<file path="config.mk">
export PLATFORM = sky130hd
export DESIGN_NAME = uart_rx_fifo
export DESIGN_NICKNAME = d
export VERILOG_FILES = /design/src/rtl/uart_rx_fifo.sv
export SDC_FILE = /design/constraint.sdc
export NUM_CORES = 1
export LEC_CHECK = 0
export CORE_MARGIN = 8
export CORE_UTILIZATION = 30
export DETAILED_ROUTE_END_ITERATION = 7
export SYNTH_ARGS = -nofsm -noshare
export SYNTH_HDL_FRONTEND = slang
export SYNTH_SLANG_ARGS = --single-unit
export TNS_END_PERCENT = 20
</file>
<file path="constraint.sdc">
create_clock -name clk -period 11.46 [get_ports clk]
set_clock_uncertainty 0.15 [all_clocks]
set_input_delay 2.292 -clock clk [delete_from_list [all_inputs] [get_ports clk]]
set_output_delay 2.292 -clock clk [all_outputs]
set_load 0.05 [all_outputs]
</file>
<file path="src/rtl/uart_rx_fifo.sv">
// uart_rx_fifo: memory-mapped 8N1 UART receiver with a byte FIFO.
// Serial input goes through a 2-flop synchroniser, a mid-bit sampling FSM
// and then a FIFO. The FIFO is popped through a combinational read port.
// Optional feature: define UART_PARITY_EN for even parity (8E1 framing).
// Without it the block is 8N1 only and PERR always reads 0.

module uart_rx_fifo #(
    parameter int unsigned CLK_FREQ   = 100_000_000,
    parameter int unsigned BAUD       = 9600,
    parameter int unsigned FIFO_DEPTH = 8,
    parameter logic [31:0] RXD_ADDR   = 32'h4000_0018,
    parameter logic [31:0] CON_ADDR   = 32'h4000_0020
) (
    input  logic        clk,
    input  logic        reset,
    input  logic        rd,
    input  logic        wr,
    input  logic [31:0] addr,
    input  logic [31:0] wdata,
    output logic [31:0] rdata,
    input  logic        UART_rxd,
    output logic        irqout
);

    localparam int unsigned DIV   = CLK_FREQ / BAUD;
    localparam int unsigned HALF  = DIV / 2;
    localparam int unsigned CNT_W = (DIV > 1) ? $clog2(DIV) : 1;
    localparam int unsigned AW    = $clog2(FIFO_DEPTH);
    localparam int unsigned PTR_W = AW + 1;

    localparam logic [2:0] S_IDLE   = 3'd0;
    localparam logic [2:0] S_START  = 3'd1;
    localparam logic [2:0] S_DATA   = 3'd2;
    localparam logic [2:0] S_PARITY = 3'd3;
    localparam logic [2:0] S_STOP   = 3'd4;
    localparam logic [2:0] S_BREAK  = 3'd5;

    logic [2:0]       state;
    logic [2:0]       state_nxt;
    logic             sync1;
    logic             sync2;
    logic             rxd_s;
    logic [CNT_W-1:0] cnt;
    logic [2:0]       bit_cnt;
    logic [7:0]       shift;

    logic             tick_c;
    logic             push_c;
    logic             ferr_set_c;
    logic             perr_set_c;

    logic [7:0]       mem [FIFO_DEPTH];
    logic [PTR_W-1:0] wptr;
    logic [PTR_W-1:0] rptr;
    logic             empty;
    logic             full;
    logic             pop_c;
    logic             push_ok_c;
    logic             ovr_set_c;
    logic             con_wr_c;

    logic             irq_en;
    logic             ovr;
    logic             ferr;
    logic             perr;

    logic             unused_wdata;
    assign unused_wdata = ^{wdata[31:5], wdata[0]};

    // Two-flop synchroniser; loads idle-high so reset release never looks like a start bit
    always_ff @(posedge clk) begin
        if (reset) begin
            sync1 <= 1'b1;
            sync2 <= 1'b1;
        end else begin
            sync1 <= UART_rxd;
            sync2 <= sync1;
        end
    end

    assign rxd_s = sync2;

    // FSM state register
    always_ff @(posedge clk) begin
        if (reset) begin
            state <= S_IDLE;
        end else begin
            state <= state_nxt;
        end
    end

`ifdef UART_PARITY_EN
    logic par_bad;
`endif

    // Next-state and per-cycle strobes: sample points, push, error sets
    always_comb begin
        state_nxt  = state;
        tick_c     = 1'b0;
        push_c     = 1'b0;
        ferr_set_c = 1'b0;
        perr_set_c = 1'b0;
        case (state)
            S_IDLE: begin
                if (!rxd_s) begin
                    state_nxt = S_START;
                end
            end
            S_START: begin
                if (cnt == CNT_W'(HALF - 1)) begin
                    tick_c    = 1'b1;
                    state_nxt = rxd_s ? S_IDLE : S_DATA;
                end
            end
            S_DATA: begin
                if (cnt == CNT_W'(DIV - 1)) begin
                    tick_c = 1'b1;
                    if (bit_cnt == 3'd7) begin
`ifdef UART_PARITY_EN
                        state_nxt = S_PARITY;
`else
                        state_nxt = S_STOP;
`endif
                    end
                end
            end
`ifdef UART_PARITY_EN
            S_PARITY: begin
                if (cnt == CNT_W'(DIV - 1)) begin
                    tick_c     = 1'b1;
                    perr_set_c = (rxd_s != ^shift);
                    state_nxt  = S_STOP;
                end
            end
`endif
            S_STOP: begin
                if (cnt == CNT_W'(DIV - 1)) begin
                    tick_c = 1'b1;
                    if (rxd_s) begin
`ifdef UART_PARITY_EN
                        push_c = ~par_bad;
`else
                        push_c = 1'b1;
`endif
                        state_nxt = S_IDLE;
                    end else begin
                        ferr_set_c = 1'b1;
                        state_nxt  = S_BREAK;
                    end
                end
            end
            S_BREAK: begin
                if (rxd_s) begin
                    state_nxt = S_IDLE;
                end
            end
            default: begin
                state_nxt = S_IDLE;
            end
        endcase
    end

    // Baud counter, bit counter and LSB-first shift register
    always_ff @(posedge clk) begin
        if (reset) begin
            cnt     <= '0;
            bit_cnt <= 3'd0;
            shift   <= 8'h00;
        end else begin
            if (state == S_IDLE || state == S_BREAK || tick_c) begin
                cnt <= '0;
            end else begin
                cnt <= cnt + CNT_W'(1);
            end
            if (state == S_IDLE) begin
                bit_cnt <= 3'd0;
            end else if (state == S_DATA && tick_c) begin
                bit_cnt <= bit_cnt + 3'd1;
            end
            if (state == S_DATA && tick_c) begin
                shift <= {rxd_s, shift[7:1]};
            end
        end
    end

`ifdef UART_PARITY_EN
    // Parity-failure marker for the frame in flight, cleared at each new frame
    always_ff @(posedge clk) begin
        if (reset) begin
            par_bad <= 1'b0;
        end else if (state == S_IDLE) begin
            par_bad <= 1'b0;
        end else if (perr_set_c) begin
            par_bad <= 1'b1;
        end
    end
`endif

    assign empty     = (wptr == rptr);
    assign full      = (wptr[AW] != rptr[AW]) && (wptr[AW-1:0] == rptr[AW-1:0]);
    assign pop_c     = rd && (addr == RXD_ADDR) && !empty;
    assign push_ok_c = push_c && (!full || pop_c);
    assign ovr_set_c = push_c && full && !pop_c;
    assign con_wr_c  = wr && (addr == CON_ADDR);

    // FIFO storage and pointers; pop takes effect before push in the same cycle
    always_ff @(posedge clk) begin
        if (reset) begin
            wptr <= '0;
            rptr <= '0;
            for (int unsigned i = 0; i < FIFO_DEPTH; i++) begin
                mem[i] <= 8'h00;
            end
        end else begin
            if (pop_c) begin
                rptr <= rptr + PTR_W'(1);
            end
            if (push_ok_c) begin
                mem[wptr[AW-1:0]] <= shift;
                wptr              <= wptr + PTR_W'(1);
            end
        end
    end

    // Status flags: a same-cycle set beats write-1-to-clear
    always_ff @(posedge clk) begin
        if (reset) begin
            irq_en <= 1'b0;
            ovr    <= 1'b0;
            ferr   <= 1'b0;
        end else begin
            if (con_wr_c) begin
                irq_en <= wdata[2];
            end
            ovr  <= ovr_set_c  | (ovr  & ~(con_wr_c & wdata[1]));
            ferr <= ferr_set_c | (ferr & ~(con_wr_c & wdata[3]));
        end
    end

`ifdef UART_PARITY_EN
    // Parity error flag
    always_ff @(posedge clk) begin
        if (reset) begin
            perr <= 1'b0;
        end else begin
            perr <= perr_set_c | (perr & ~(con_wr_c & wdata[4]));
        end
    end
`else
    logic unused_par;
    assign unused_par = ^{perr_set_c, wdata[4]};
    assign perr       = 1'b0;
`endif

    // Interrupt request, one cycle behind the status it reflects
    always_ff @(posedge clk) begin
        if (reset) begin
            irqout <= 1'b0;
        end else begin
            irqout <= irq_en & (~empty | ovr | ferr | perr);
        end
    end

    // Combinational read port for the MEM stage
    always_comb begin
        rdata = 32'h0;
        if (rd) begin
            if (addr == RXD_ADDR) begin
                rdata = {24'h0, empty ? 8'h00 : mem[rptr[AW-1:0]]};
            end else if (addr == CON_ADDR) begin
                rdata = {27'h0, perr, ferr, irq_en, ovr, ~empty};
            end
        end
    end

endmodule

</file>
==> results of run 1 <==
registers in the layout (all words and copies together) (netlist names), 3 cells and up, named ones only:
| register | count |
|---|---|
| wptr | 4 |
| state | 3 |
| mem | 64 |
| bit_cnt | 3 |
| rptr | 4 |
| shift | 8 |
| cnt | 14 |
area by class of cell:
| type | count | area [um2] |
|---|---|---|
| Fill cell | 1702 | 11000 |
| Inverter | 8 | 30.0 |
| Multi-Input combinational cell | 338 | 2210 |
| Timing Repair Buffer | 54 | 526 |
| Sequential cell | 109 | 2820 |
| Clock buffer | 11 | 254 |
| Tap cell | 225 | 282 |
| Clock inverter | 5 | 30.0 |
kinds of logic after synthesis:
logic type                 share of synthesized area (%)
buffers and inverters                               5.71
muxes                                               9.44
other                                             0.0716
and+or+nand+nor                                     20.7
DFF                                                 53.9
AOI/OAI and AO/OA                                   5.66
adders and majority gates                           1.19
xor gates and xnor gates                            3.34
stage by stage:
stage / power (mW) / area, um2
2_1_floorplan: 0.467 / 5320
3_3_place_gp: 0.479 / 5870
3_5_place_dp: 0.481 / 5870
4_1_cts: 0.780 / 6150
5_1_grt: 0.797 / 6150
6_report: 0.773 / 6150
critical path: stages:
cell             delay [ns]
clkdlybuf4s50_1        0.40
nor4_1                 0.39
nand4_1                0.31
or3_1                  0.63
nor2_1                 0.20
clkdlybuf4s50_1        0.82
per-layer routing:
metal	up-vias	track usage (%)	part of all wire, %
li1	1774	-	-
met1	1767	12.2	41
met2	83	19.7	54
met3	17	1.76	3.7
met4	0	4.44	1.4
met5	-	0	0
path summary, 6_finish.rpt:
check,endpoint,slack (ns),cells after the start,start
worst max-delay path,rdata[7],3.97,6,addr[0]
worst min-delay path,rxd_s,0.27,1,sync1
worst max register to register,mem[6][2],7.47,6,cnt[8]
worst min register to register,rxd_s,0.27,1,sync1
cells in the final DEF, fill, tap and decap left out, drive strengths merged, types with 3 or more instances in the layout:
cell / n
clkdlybuf4s50: 48
dfxtp: 45
ha: 5
o21ai: 7
nor4: 27
buf: 6
xnor2: 8
mux2i: 10
clkinv: 4
nand3: 14
or4: 3
o211ai: 3
mux4: 16
edfxtp: 64
nor2: 99
nand4: 9
nor3b: 4
conb: 24
xor2: 12
clkbuf: 11
nand2: 38
mux2: 3
o31ai: 3
o2111ai: 3
a21oi: 17
inv: 9
power by group through the flow:
stage / combinational, mW / clock (mW) / sequential [mW]
6_report: 0.0478 / 0.301 / 0.424
3_3_place_gp: 0.0470 / 0 / 0.432
4_1_cts: 0.0478 / 0.308 / 0.424
3_5_place_dp: 0.0478 / 0 / 0.433
5_1_grt: 0.0507 / 0.321 / 0.425
2_1_floorplan: 0.0357 / 0 / 0.432
==> results.cfg, run 1 <==
[outcome]
outcome = finished clean

[sta]
rsz0062_at_grt = false
min_period_over_period_pct = 65.4
setup_ws_ns = 3.97
slew_viol_final = 0
worstMarginPinSlew_ns = 1.13
timing.hold.ws_ns = 0.265
period_minus_slack_ns = 7.49
final-setup-viol-count = 0
tns_ns = 0
max_slew_margin_pct = 24.8
hold_viol = 0
fmax_ghz = 0.133

[global_routing]
grt_pass1_vias = 3744
grt.total_usage_pct = 10.8
grt_overflow_total = 0
grt_max_degree = 32
antenna_found_initial = 0
grt_pass1_wl_um = 18900

[power_and_ir_drop]
p_per_area_mw_per_mm2 = 126
net-switching-power_mw = 0.173
peakVddDrop_mv = 0.0922
p_int_mw = 0.600
p_seq_share_pct = 54.9
leakagePower_nw = 1.97
switching_share_pct = 22.4
pwr-share-clk_pct = 39.0
combPwrFrac_pct = 6.2

[place]
gp_congestion = 0.772
dpl.hpwl_um = 8560
dp_cells = 734
dpl_worst_slack_ns = 3.92
numPortBuffers = 48

[clocking]
ctsHoldBuffers = 0
cts_tree = done
cts.sinks = 109
post_cts_buffers = 0
clkLatencyLatePin_ns = 0.35
post_cts_resized = 0
clk_path_buf_depth = 2
clkTransAtPathRegs_ns = 0.07
cts_buffers = 9
ctsHtreeMaxLevel = 3
root_buffer = clkbuf_16

[die]
initial_core_util_pct = 30.5
core-area_mm2 = 0.0172
die_w_um = 148
ios = 102
die_y_um = 148
rows = 48
dieArea_mm2 = 0.0219

[final_layout]
final_nets = 594
drive_gt1_share_pct = 10.5
finalNonFillerCells = 750
fin_util_pct = 35.8
antenna_cells = 0
areaGrowthSynthToFinish_pct = 17.5

[routing]
routedWlPerCell_um = 15.5
viasPerCell = 4.85
drtAntennaViolNets = 0
drc = 0
via_count = 3641
drt_pass1_iterations = 5
initialDrtViolationCount = 232
routed_wl_um = 11600

[synthesis]
yosys.area.top_type = edfxtp_1
synth_common_cells = 98 x nor2_1, 64 x edfxtp_1, 45 x dfxtp_1
syn-mean-instance-area_um2 = 10.9
async_reset_ff_share_pct = 0
netlist_area_mm2 = 0.00524
synth_top_area_share_pct = 36.7
syn_inst = 479
synth-seq-cells = 109
synthFlopType = edfxtp_1
yosys-top-cells-area = edfxtp_1 37%, dfxtp_1 17%, nor2_1 7.0%
synth_seq_area_share_pct = 53.9
synth_edf_count = 64
ys.warnings.count = 0
synth.distinct_cells = 55
yosys.cell_count.top_type = nor2_1

[run]
maxCapViolations = 0

[critical_path]
path_class = input pin to output pin
cp-end-kind = output pin
arrival_ns = 5.05
crit_required_ns = 9.02
critPathMaxFanout = 9
start_kind = input pin

[min_path]
min_path_type = flip-flop to flip-flop
Note: power is estimated with default switching activity, not from simulation.
==> run 2, diff against run 1 <==
- clock period: 11.46 -> 6.75 ns (I/O delays scaled with it)
==> results.cfg, run 2 (synthesis results as in run 1) <==
[global_routing]
grt_max_degree = 32
antenna_found_initial = 0
grt_overflow_total = 0
grt.total_usage_pct = 10.9
grt_pass1_wl_um = 19200
grt_pass1_vias = 3756

[min_path]
min_delay_path_depth = 1
min_path_type = flip-flop to flip-flop

[place]
dpl_worst_slack_ns = 1.12
numPortBuffers = 48
gp_congestion = 0.770
dpl.hpwl_um = 8740

[sta]
worstMarginPinSlew_ns = 1.12
fmax_ghz = 0.180
period_minus_slack_ns = 5.57
setup_ws_ns = 1.18
final-setup-viol-count = 0
rsz0062_at_grt = false
tns_ns = 0
timing.hold.ws_ns = 0.265
min_period_over_period_pct = 82.5
slew_viol_final = 0
max_slew_margin_pct = 25.0
hold_viol = 0

[critical_path]
path_common_cell = clkdlybuf4s50_1
cp-end-kind = output pin
rr_worst_depth = 6
crit_required_ns = 5.25
path_class = input pin to output pin
crit_path_cell_trace = clkdlybuf4s50_1 > nor4_1 > nand4_1 > or3_1 > nor2_1 > clkdlybuf4s50_1
max_stage_delay_ns = 0.82
start_kind = input pin
crit_path_top_delay_cell = clkdlybuf4s50_1
arrival_ns = 4.07
critPathMaxFanout = 9

[die]
die_w_um = 148
ios = 102
die_y_um = 148
rows = 48
dieArea_mm2 = 0.0219
initial_core_util_pct = 30.5
core-area_mm2 = 0.0172

[power_and_ir_drop]
p_seq_share_pct = 54.4
leakagePower_nw = 1.96
pwr-share-clk_pct = 39.4
finalPower_mw = 1.32
switching_share_pct = 22.1
peakVddDrop_mv = 0.124
p_per_area_mw_per_mm2 = 215
p_int_mw = 1.03
net-switching-power_mw = 0.292
combPwrFrac_pct = 6.2

[routing]
routedWlPerCell_um = 15.8
viasPerCell = 4.92
drtAntennaViolNets = 0
routed_wl_um = 11800
via_count = 3682
initialDrtViolationCount = 217
drt_pass1_iterations = 4
drc = 0

[final_layout]
most-common-layout-cells = 98 x nor2_1, 64 x edfxtp_1, 48 x clkdlybuf4s50_1
regMostFlops = mem
drive_gt1_share_pct = 10.1
areaGrowthSynthToFinish_pct = 17.4
seq_area_mm2 = 0.00282
largest_reg_flops = 64
final_nets = 593
fill_cells = 1694
reg_top3 = mem: 64 flops, cnt: 14 flops, shift: 8 flops
multiInputGateArea_mm2 = 0.00221
antenna_cells = 0
final_common_cell = nor2_1

[run]
maxCapViolations = 0

[clocking]
cts_tree = done
cts_buffers = 9
clkTransAtPathRegs_ns = 0.07
root_buffer = clkbuf_16
post_cts_buffers = 0
clk_path_buf_depth = 2
post_cts_resized = 0
cts.sinks = 109
clkLatencyLatePin_ns = 0.35
ctsHtreeMaxLevel = 3
ctsHoldBuffers = 0

[outcome]
outcome = finished clean
==> run 2: per-stage QoR <==
step                utilization [%]  cell area, um2  std cells
global placement               34.1            5860        733
detailed placement             34.1            5860        733
floorplan                         -            5320        502
CTS                            35.8            6150        749
global route                   35.8            6150        749
finish                         35.8            6150        749
==> run 2: critical path, delay by kind of cell <==
| family | cells | cell delay [ns] |
|---|---|---|
| buffers and inverters | 2 | 1.21 |
| and+or+nand+nor | 4 | 1.50 |
==> run 2: cell type report <==
type / instances / area share, %
Sequential cell: 109 / 45.9
Multi-Input combinational cell: 338 / 35.9
Timing Repair Buffer: 53 / 8.42
Tap cell: 225 / 4.58
Clock buffer: 9 / 3.66
Clock inverter: 7 / 1.06
Inverter: 8 / 0.488
==> run 2: per-layer routing <==
| layer | vias to the layer above | share of wire [%] | track usage, % |
|---|---|---|---|
| li1 | 1783 | - | - |
| met1 | 1841 | 42 | 12.4 |
| met2 | 51 | 54 | 20.1 |
| met3 | 7 | 2.8 | 2.40 |
| met4 | 0 | 0.68 | 2.65 |
| met5 | - | 0 | 0 |
==> run 2: final timing paths <==
check              end  slack, ns     from
min reg2reg      rxd_s       0.26    sync1
max           rdata[7]       1.18  addr[0]
max reg2reg  mem[6][3]       2.33   cnt[8]
min              rxd_s       0.26    sync1
==> run 2: power by group through the flow <==
stage          Combinational, mW  Clock [mW]  Sequential [mW]
5_1_grt                   0.0863       0.555            0.721
4_1_cts                   0.0814       0.528            0.720
6_report                  0.0815       0.521            0.720
3_5_place_dp              0.0812           0            0.735
3_3_place_gp              0.0799           0            0.734
2_1_floorplan             0.0607           0            0.733
